<file path="config.mk">
export PLATFORM = sky130hd
export DESIGN_NAME = status_reg_flat
export DESIGN_NICKNAME = d
export VERILOG_FILES = /design/src/rtl/status_reg_if.sv /design/src/rtl/status_reg.sv /design/src/flat_wrapper.sv
export SDC_FILE = /design/constraint.sdc
export NUM_CORES = 1
export LEC_CHECK = 0
export CORE_AREA = 2 2 67 69
export DETAILED_ROUTE_END_ITERATION = 8
export DIE_AREA = 0 0 69 71
export GPL_ROUTABILITY_DRIVEN = 0
export PLACE_DENSITY = 0.67
export SETUP_SLACK_MARGIN = 0.4
export SLEW_MARGIN = 30
export SYNTH_ARGS = -nofsm -noshare
export SYNTH_HDL_FRONTEND = slang
export SYNTH_SLANG_ARGS = --single-unit
</file>
<file path="constraint.sdc">
create_clock -name clk -period 1.69 [get_ports clk]
set_input_delay 0.338 -clock clk [delete_from_list [all_inputs] [get_ports clk]]
set_output_delay 0.338 -clock clk [all_outputs]
set_load 0.03 [all_outputs]
</file>
<file path="src/rtl/status_reg_if.sv">
`default_nettype none
// ============================================================================
// Module      : status_reg_if
// Description : Status-register port bundle. The control unit and ALU sit on
//               the master side and the status register on the slave side.
// Revision    : 1.0 - initial release
// ============================================================================
interface status_reg_if;

  // Update requests from ALU / control unit
  logic [7:0] st_alu;     // ALU st_out flag vector
  logic       alu_we;     // load st_alu into SREG
  logic [2:0] bit_sel;    // flag index for set/clear
  logic       bit_set;    // set SREG[bit_sel]
  logic       bit_clr;    // clear SREG[bit_sel]
  logic       int_entry;  // interrupt accepted: push, clear I
  logic       int_ret;    // return from interrupt: pop, set I

  // Branch condition query
  logic [2:0] cond_sel;   // flag index tested
  logic       cond_val;   // required flag value

  // Status register responses
  logic [7:0] sreg;       // current flags, feeds ALU st_in
  logic       cond_true;  // sreg[cond_sel] == cond_val
  logic [1:0] depth;      // shadow stack occupancy 0..2
  logic       ovf;        // sticky push-at-full
  logic       unf;        // sticky pop-at-empty

  modport master (
    output st_alu, alu_we, bit_sel, bit_set, bit_clr, int_entry, int_ret,
    output cond_sel, cond_val,
    input  sreg, cond_true, depth, ovf, unf
  );

  modport slave (
    input  st_alu, alu_we, bit_sel, bit_set, bit_clr, int_entry, int_ret,
    input  cond_sel, cond_val,
    output sreg, cond_true, depth, ovf, unf
  );

endinterface
`default_nettype wire

</file>
<file path="src/rtl/status_reg.sv">
`default_nettype none
// ============================================================================
// Module      : status_reg
// Description : Processor status register (SREG). Captures ALU flags, runs
//               flag set/clear, saves/restores flags across interrupts via a
//               two-deep shadow stack and evaluates branch conditions.
// Revision    : 1.0 - initial release
// ============================================================================
module status_reg (
  input  logic          clk,
  input  logic          reset,
  status_reg_if.slave   bus
);

  // Position of the global interrupt-enable flag within SREG
  localparam int unsigned c_IF = 7;

  localparam logic [1:0] c_DEPTH_EMPTY = 2'd0;
  localparam logic [1:0] c_DEPTH_ONE   = 2'd1;
  localparam logic [1:0] c_DEPTH_FULL  = 2'd2;

  logic [7:0] r_sreg;
  logic [7:0] r_sh0;     // bottom shadow entry
  logic [7:0] r_sh1;     // top shadow entry when two are stacked
  logic [1:0] r_depth;
  logic       r_ovf;
  logic       r_unf;

  logic [7:0] w_top;

  // Entry that a return would restore: sh1 when two are stacked, else sh0
  assign w_top = (r_depth == c_DEPTH_FULL) ? r_sh1 : r_sh0;

  // Single update source per cycle, fixed priority:
  // int_entry > int_ret > bit_set/bit_clr > alu_we
  always_ff @(posedge clk or posedge reset) begin
    if (reset) begin
      r_sreg  <= 8'h00;
      r_sh0   <= 8'h00;
      r_sh1   <= 8'h00;
      r_depth <= c_DEPTH_EMPTY;
      r_ovf   <= 1'b0;
      r_unf   <= 1'b0;
    end else if (bus.int_entry) begin
      // Save pre-edge flags; a full stack keeps its contents and flags ovf
      if (r_depth == c_DEPTH_EMPTY) begin
        r_sh0   <= r_sreg;
        r_depth <= c_DEPTH_ONE;
      end else if (r_depth == c_DEPTH_ONE) begin
        r_sh1   <= r_sreg;
        r_depth <= c_DEPTH_FULL;
      end else begin
        r_ovf   <= 1'b1;
      end
      r_sreg[c_IF] <= 1'b0;
    end else if (bus.int_ret) begin
      // Restore saved flags with interrupts re-enabled; empty pop flags unf
      if (r_depth == c_DEPTH_EMPTY) begin
        r_unf <= 1'b1;
      end else begin
        r_sreg       <= w_top;
        r_sreg[c_IF] <= 1'b1;
        r_depth      <= r_depth - 2'd1;
      end
    end else if (bus.bit_clr) begin
      // Clear takes precedence when set and clear arrive together
      r_sreg[bus.bit_sel] <= 1'b0;
    end else if (bus.bit_set) begin
      r_sreg[bus.bit_sel] <= 1'b1;
    end else if (bus.alu_we) begin
      r_sreg <= bus.st_alu;
    end
  end

  assign bus.sreg      = r_sreg;
  assign bus.depth     = r_depth;
  assign bus.ovf       = r_ovf;
  assign bus.unf       = r_unf;
  // Branch test looks only at the registered flags
  assign bus.cond_true = (r_sreg[bus.cond_sel] == bus.cond_val);

endmodule
`default_nettype wire

</file>
<file path="src/flat_wrapper.sv">
// flat-port wrapper written by rule: the top's interface ports become plain ports
module status_reg_flat 
  (clk, reset, bus_st_alu, bus_alu_we, bus_bit_sel, bus_bit_set, bus_bit_clr, bus_int_entry, bus_int_ret, bus_cond_sel, bus_cond_val, bus_sreg, bus_cond_true, bus_depth, bus_ovf, bus_unf);
  status_reg_if bus_i ();
  input  logic clk;
  input  logic reset;
  input wire logic [$bits(bus_i.st_alu)-1:0] bus_st_alu;
  input wire logic [$bits(bus_i.alu_we)-1:0] bus_alu_we;
  input wire logic [$bits(bus_i.bit_sel)-1:0] bus_bit_sel;
  input wire logic [$bits(bus_i.bit_set)-1:0] bus_bit_set;
  input wire logic [$bits(bus_i.bit_clr)-1:0] bus_bit_clr;
  input wire logic [$bits(bus_i.int_entry)-1:0] bus_int_entry;
  input wire logic [$bits(bus_i.int_ret)-1:0] bus_int_ret;
  input wire logic [$bits(bus_i.cond_sel)-1:0] bus_cond_sel;
  input wire logic [$bits(bus_i.cond_val)-1:0] bus_cond_val;
  output wire logic [$bits(bus_i.sreg)-1:0] bus_sreg;
  output wire logic [$bits(bus_i.cond_true)-1:0] bus_cond_true;
  output wire logic [$bits(bus_i.depth)-1:0] bus_depth;
  output wire logic [$bits(bus_i.ovf)-1:0] bus_ovf;
  output wire logic [$bits(bus_i.unf)-1:0] bus_unf;
  assign bus_i.st_alu = bus_st_alu;
  assign bus_i.alu_we = bus_alu_we;
  assign bus_i.bit_sel = bus_bit_sel;
  assign bus_i.bit_set = bus_bit_set;
  assign bus_i.bit_clr = bus_bit_clr;
  assign bus_i.int_entry = bus_int_entry;
  assign bus_i.int_ret = bus_int_ret;
  assign bus_i.cond_sel = bus_cond_sel;
  assign bus_i.cond_val = bus_cond_val;
  assign bus_sreg = bus_i.sreg;
  assign bus_cond_true = bus_i.cond_true;
  assign bus_depth = bus_i.depth;
  assign bus_ovf = bus_i.ovf;
  assign bus_unf = bus_i.unf;
  status_reg u_core (.clk(clk), .reset(reset), .bus(bus_i));
endmodule
</file>
==> results.toml <==
[drt]
num_vias = 1551
drt_drc_violations_left = 0
wl_per_cell_um = 16.0
routed_wl_um = 4640
drtPass1Iterations = 4
avgViaCountPerCell = 5.35
ant_nets = 0
drtIter0Drc = 55

[setup_path]
rr_worst_depth = 6
worstPathArrival_ns = 1.70
crit_type = "reg2out"
endpoint_kind = "output pin"
crit_fanout = 2
start_kind = "flip-flop"
worstPathRequired_ns = 1.35

[synth]
syn_nets = 189
syn_inst = 164
synth_xor_area_share_pct = 0.550
synth-seq-cells = 26
synth.area.mux_share_pct = 9.12
synth_top_family_by_area = "compound AO/OA/AOI/OAI gates"
yosys_warnings = 0
ys.flop_type = "dfrtp_1"
yosys.area_share.simple_pct = 15.6
synth.avg_cell_area_um2 = 9.70
netlist_area_um2 = 1590
ys_async_sr_fraction_pct = 100
synth_top_area_cell = "dfrtp_1"
yosysSeqAreaShare_pct = 40.9
synth_top_area_share_pct = 40.9
synth_fa_ha_area_share_pct = 2.36
synth-compound-area-share_pct = 22.7
synthTopCellsByArea = "dfrtp_1, mux2_2, o21ai_0, a311oi_1, a21oi_1"
synth_cell_types = 38
synth_edf_count = 0

[timing]
relSlewSlack_pct = 72.0
final_max_slew_viol_count = 0
finalClockSkew_ns = 0.00416
fin_ws_ns = -0.345
rsz0062_at_grt = "true"
max_freq_mhz = 491
post-route-period-util_pct = 120
worstMarginPinSlew_ns = 0.417
hold_viol = 0
setup_viol = 1
post-route-min-period_ns = 2.04

[grt]
antenna_found_initial = 0
grt_overflow = 0
grt_max_degree = 27
grt_usage_pct = 18.5
first_global_vias = 1472
grt_pass1_wl_um = 7240

[pwr]
power_frac_clock_pct = 11.5
ir_drop_mv = 0.762
power.switching_w = 0.00185
internal_power_w = 0.00284
seq_power_share_pct = 23.9
leakage_nw = 1.18
combPwrFrac_pct = 64.6
switching_share_pct = 39.4
power_density_nw_per_um2 = 1710

[clock_tree]
cts-root-buf = "clkbuf_8"
cts_tree = "built"
clock_path_buffers = 2
cts.sinks = 26
cts_buffers = 3
worst_skew_pair.late_latency_ns = 0.28
ctsHtreeMaxLevel = 1
clk_pin_slew_ns = 0.10

[cells_and_area]
fillers = 320
fin_cells = 290
fin_area_um2 = 2740
fin_nets = 264
drive_gt1_share_pct = 61.3
syn_to_final_growth_pct = 72.2
diodes = 0

[hold_path]
hold_path_class = "in2async"

[placement]
place_area_um2 = 2220
dp_cells = 264
portBuffers = 34
dp_hpwl_um = 3090

[status]
violations = "setup timing"
status = "complete, but fails checks"

[floorplan]
io_pins = 35
start_util_pct = 37.9
die_y_um = 71
die_area_um2 = 4900
std_cell_rows = 24
core_um2 = 4200
die_x_um = 69

[job]
drv_cap = 0
[state kept, by name, summed over array words and instances (netlist names)]
name              count
u_core.bus.sreg       8
u_core.bus.unf        1
u_core.bus.depth      2
u_core.bus.ovf        1
u_core.r_sh0          7
u_core.r_sh1          7
[placed cells by master (no fill, tap or decap), types with 6 or more instances in the layout]
cell / netlist / layout
buf_6: 3 / 32
buf_4: 0 / 21
dfrtp_1: 26 / 16
nand2_2: 1 / 13
nor2_1: 12 / 12
inv_1: 13 / 11
clkdlybuf4s50_1: 0 / 11
o21ai_2: 3 / 10
a21oi_2: 2 / 10
o21ai_1: 1 / 10
dfrtp_2: 0 / 10
mux2_4: 0 / 8
dlygate4sd2_1: 0 / 7
a311oi_1: 8 / 6
[power groups by stage]
stage,sequential (W),clock (W),combinational [W]
final,0.00112,0.000539,0.00303
after CTS,0.00108,0.000536,0.00250
after detailed placement,0.00109,0,0.00206
after global routing,0.00115,0.000565,0.00322
after global placement,0.00106,0,0.00199
after floorplan,0.00133,0,0.00114
[kinds of logic after synthesis]
group           count (synthesis)
buf+inv                        23
flops                          26
simple gates                   48
compound gates                 52
mux                            11
fa+ha+maj                       3
xor+xnor                        1
[Yosys cell counts (3+ instances only)]
cell	instances
inv_1	13
clkbuf_1	3
buf_6	3
clkbuf_8	3
a21oi_1	12
mux2_2	8
ha_1	3
or3b_1	3
o21ai_2	3
nor2_1	12
nand3b_1	4
and3_1	4
dfrtp_1	26
o21ai_0	16
a311oi_1	8
nand2_1	15
[cell type report]
cell class / count / area (um2) / share of cell area (%)
clock inverter: 1 / 30.0 / 1.10
clock buffer: 3 / 41.3 / 1.51
multi-input combinational: 116 / 1110 / 40.6
tap: 52 / 65.1 / 2.37
sequential: 26 / 663 / 24.2
timing repair buffer: 79 / 777 / 28.4
inverter: 13 / 51.3 / 1.87
[through the flow]
stage	hold WS (ns)	worst slack (ns)	power, W	utilization, %	TNS (ns)
3_3_place_gp	0.454	-0.529	0.00306	52.7	-1.49
5_1_grt	0.460	-0.403	0.00494	65.2	-0.403
6_report	0.396	-0.345	0.00470	65.2	-0.345
3_5_place_dp	0.454	-0.565	0.00315	52.7	-1.77
2_1_floorplan	0.377	-0.167	0.00247	-	-0.167
4_1_cts	0.415	-0.351	0.00412	59.8	-0.351
[worst paths after layout]
check | from | to | slack, ns
worst min-delay path | reset | u_core.r_sh0[0]$_DFFE_PP0P_ | 0.40
worst min register to register | u_core.bus.unf$_DFFE_PP0N_ | u_core.bus.unf$_DFFE_PP0N_ | 0.48
worst max register to register | u_core.bus.depth[0]$_DFFE_PP0P_ | u_core.bus.depth[0]$_DFFE_PP0P_ | 0.24
max in group asynchronous | reset | u_core.bus.sreg[7]$_DFFE_PP0P_ | 1.01
worst max-delay path | u_core.bus.sreg[2]$_DFFE_PP0P_ | bus_cond_true | -0.35
min in group clk | u_core.bus.unf$_DFFE_PP0N_ | u_core.bus.unf$_DFFE_PP0N_ | 0.48
[timing repair]
item | 4_1_cts | 5_1_grt
endpoints found under the setup margin | 37 | 36
resized for setup | 120 | 50
buffers inserted | 10 | 9
pin swaps | 8 | 15
hold buffers | 0 | 0
gates cloned | 1 | 2
[worst max-delay path, stage by stage, from the launching register on]
cell	delay [ns]
dfrtp_2	0.42
mux4_2	0.49
mux2i_4	0.18
xor2_2	0.17
buf_6	0.15
[routing by layer]
| layer | vias to the layer above | global-route usage (%) | part of all wire [%] |
|---|---|---|---|
| met5 | - | 0 | 0 |
| met3 | 5 | 2.85 | 3.0 |
| met1 | 777 | 24.1 | 43 |
| met4 | 0 | 6.32 | 1.2 |
| li1 | 737 | - | - |
| met2 | 32 | 31.4 | 53 |
Power figures use the tool's default switching activity.
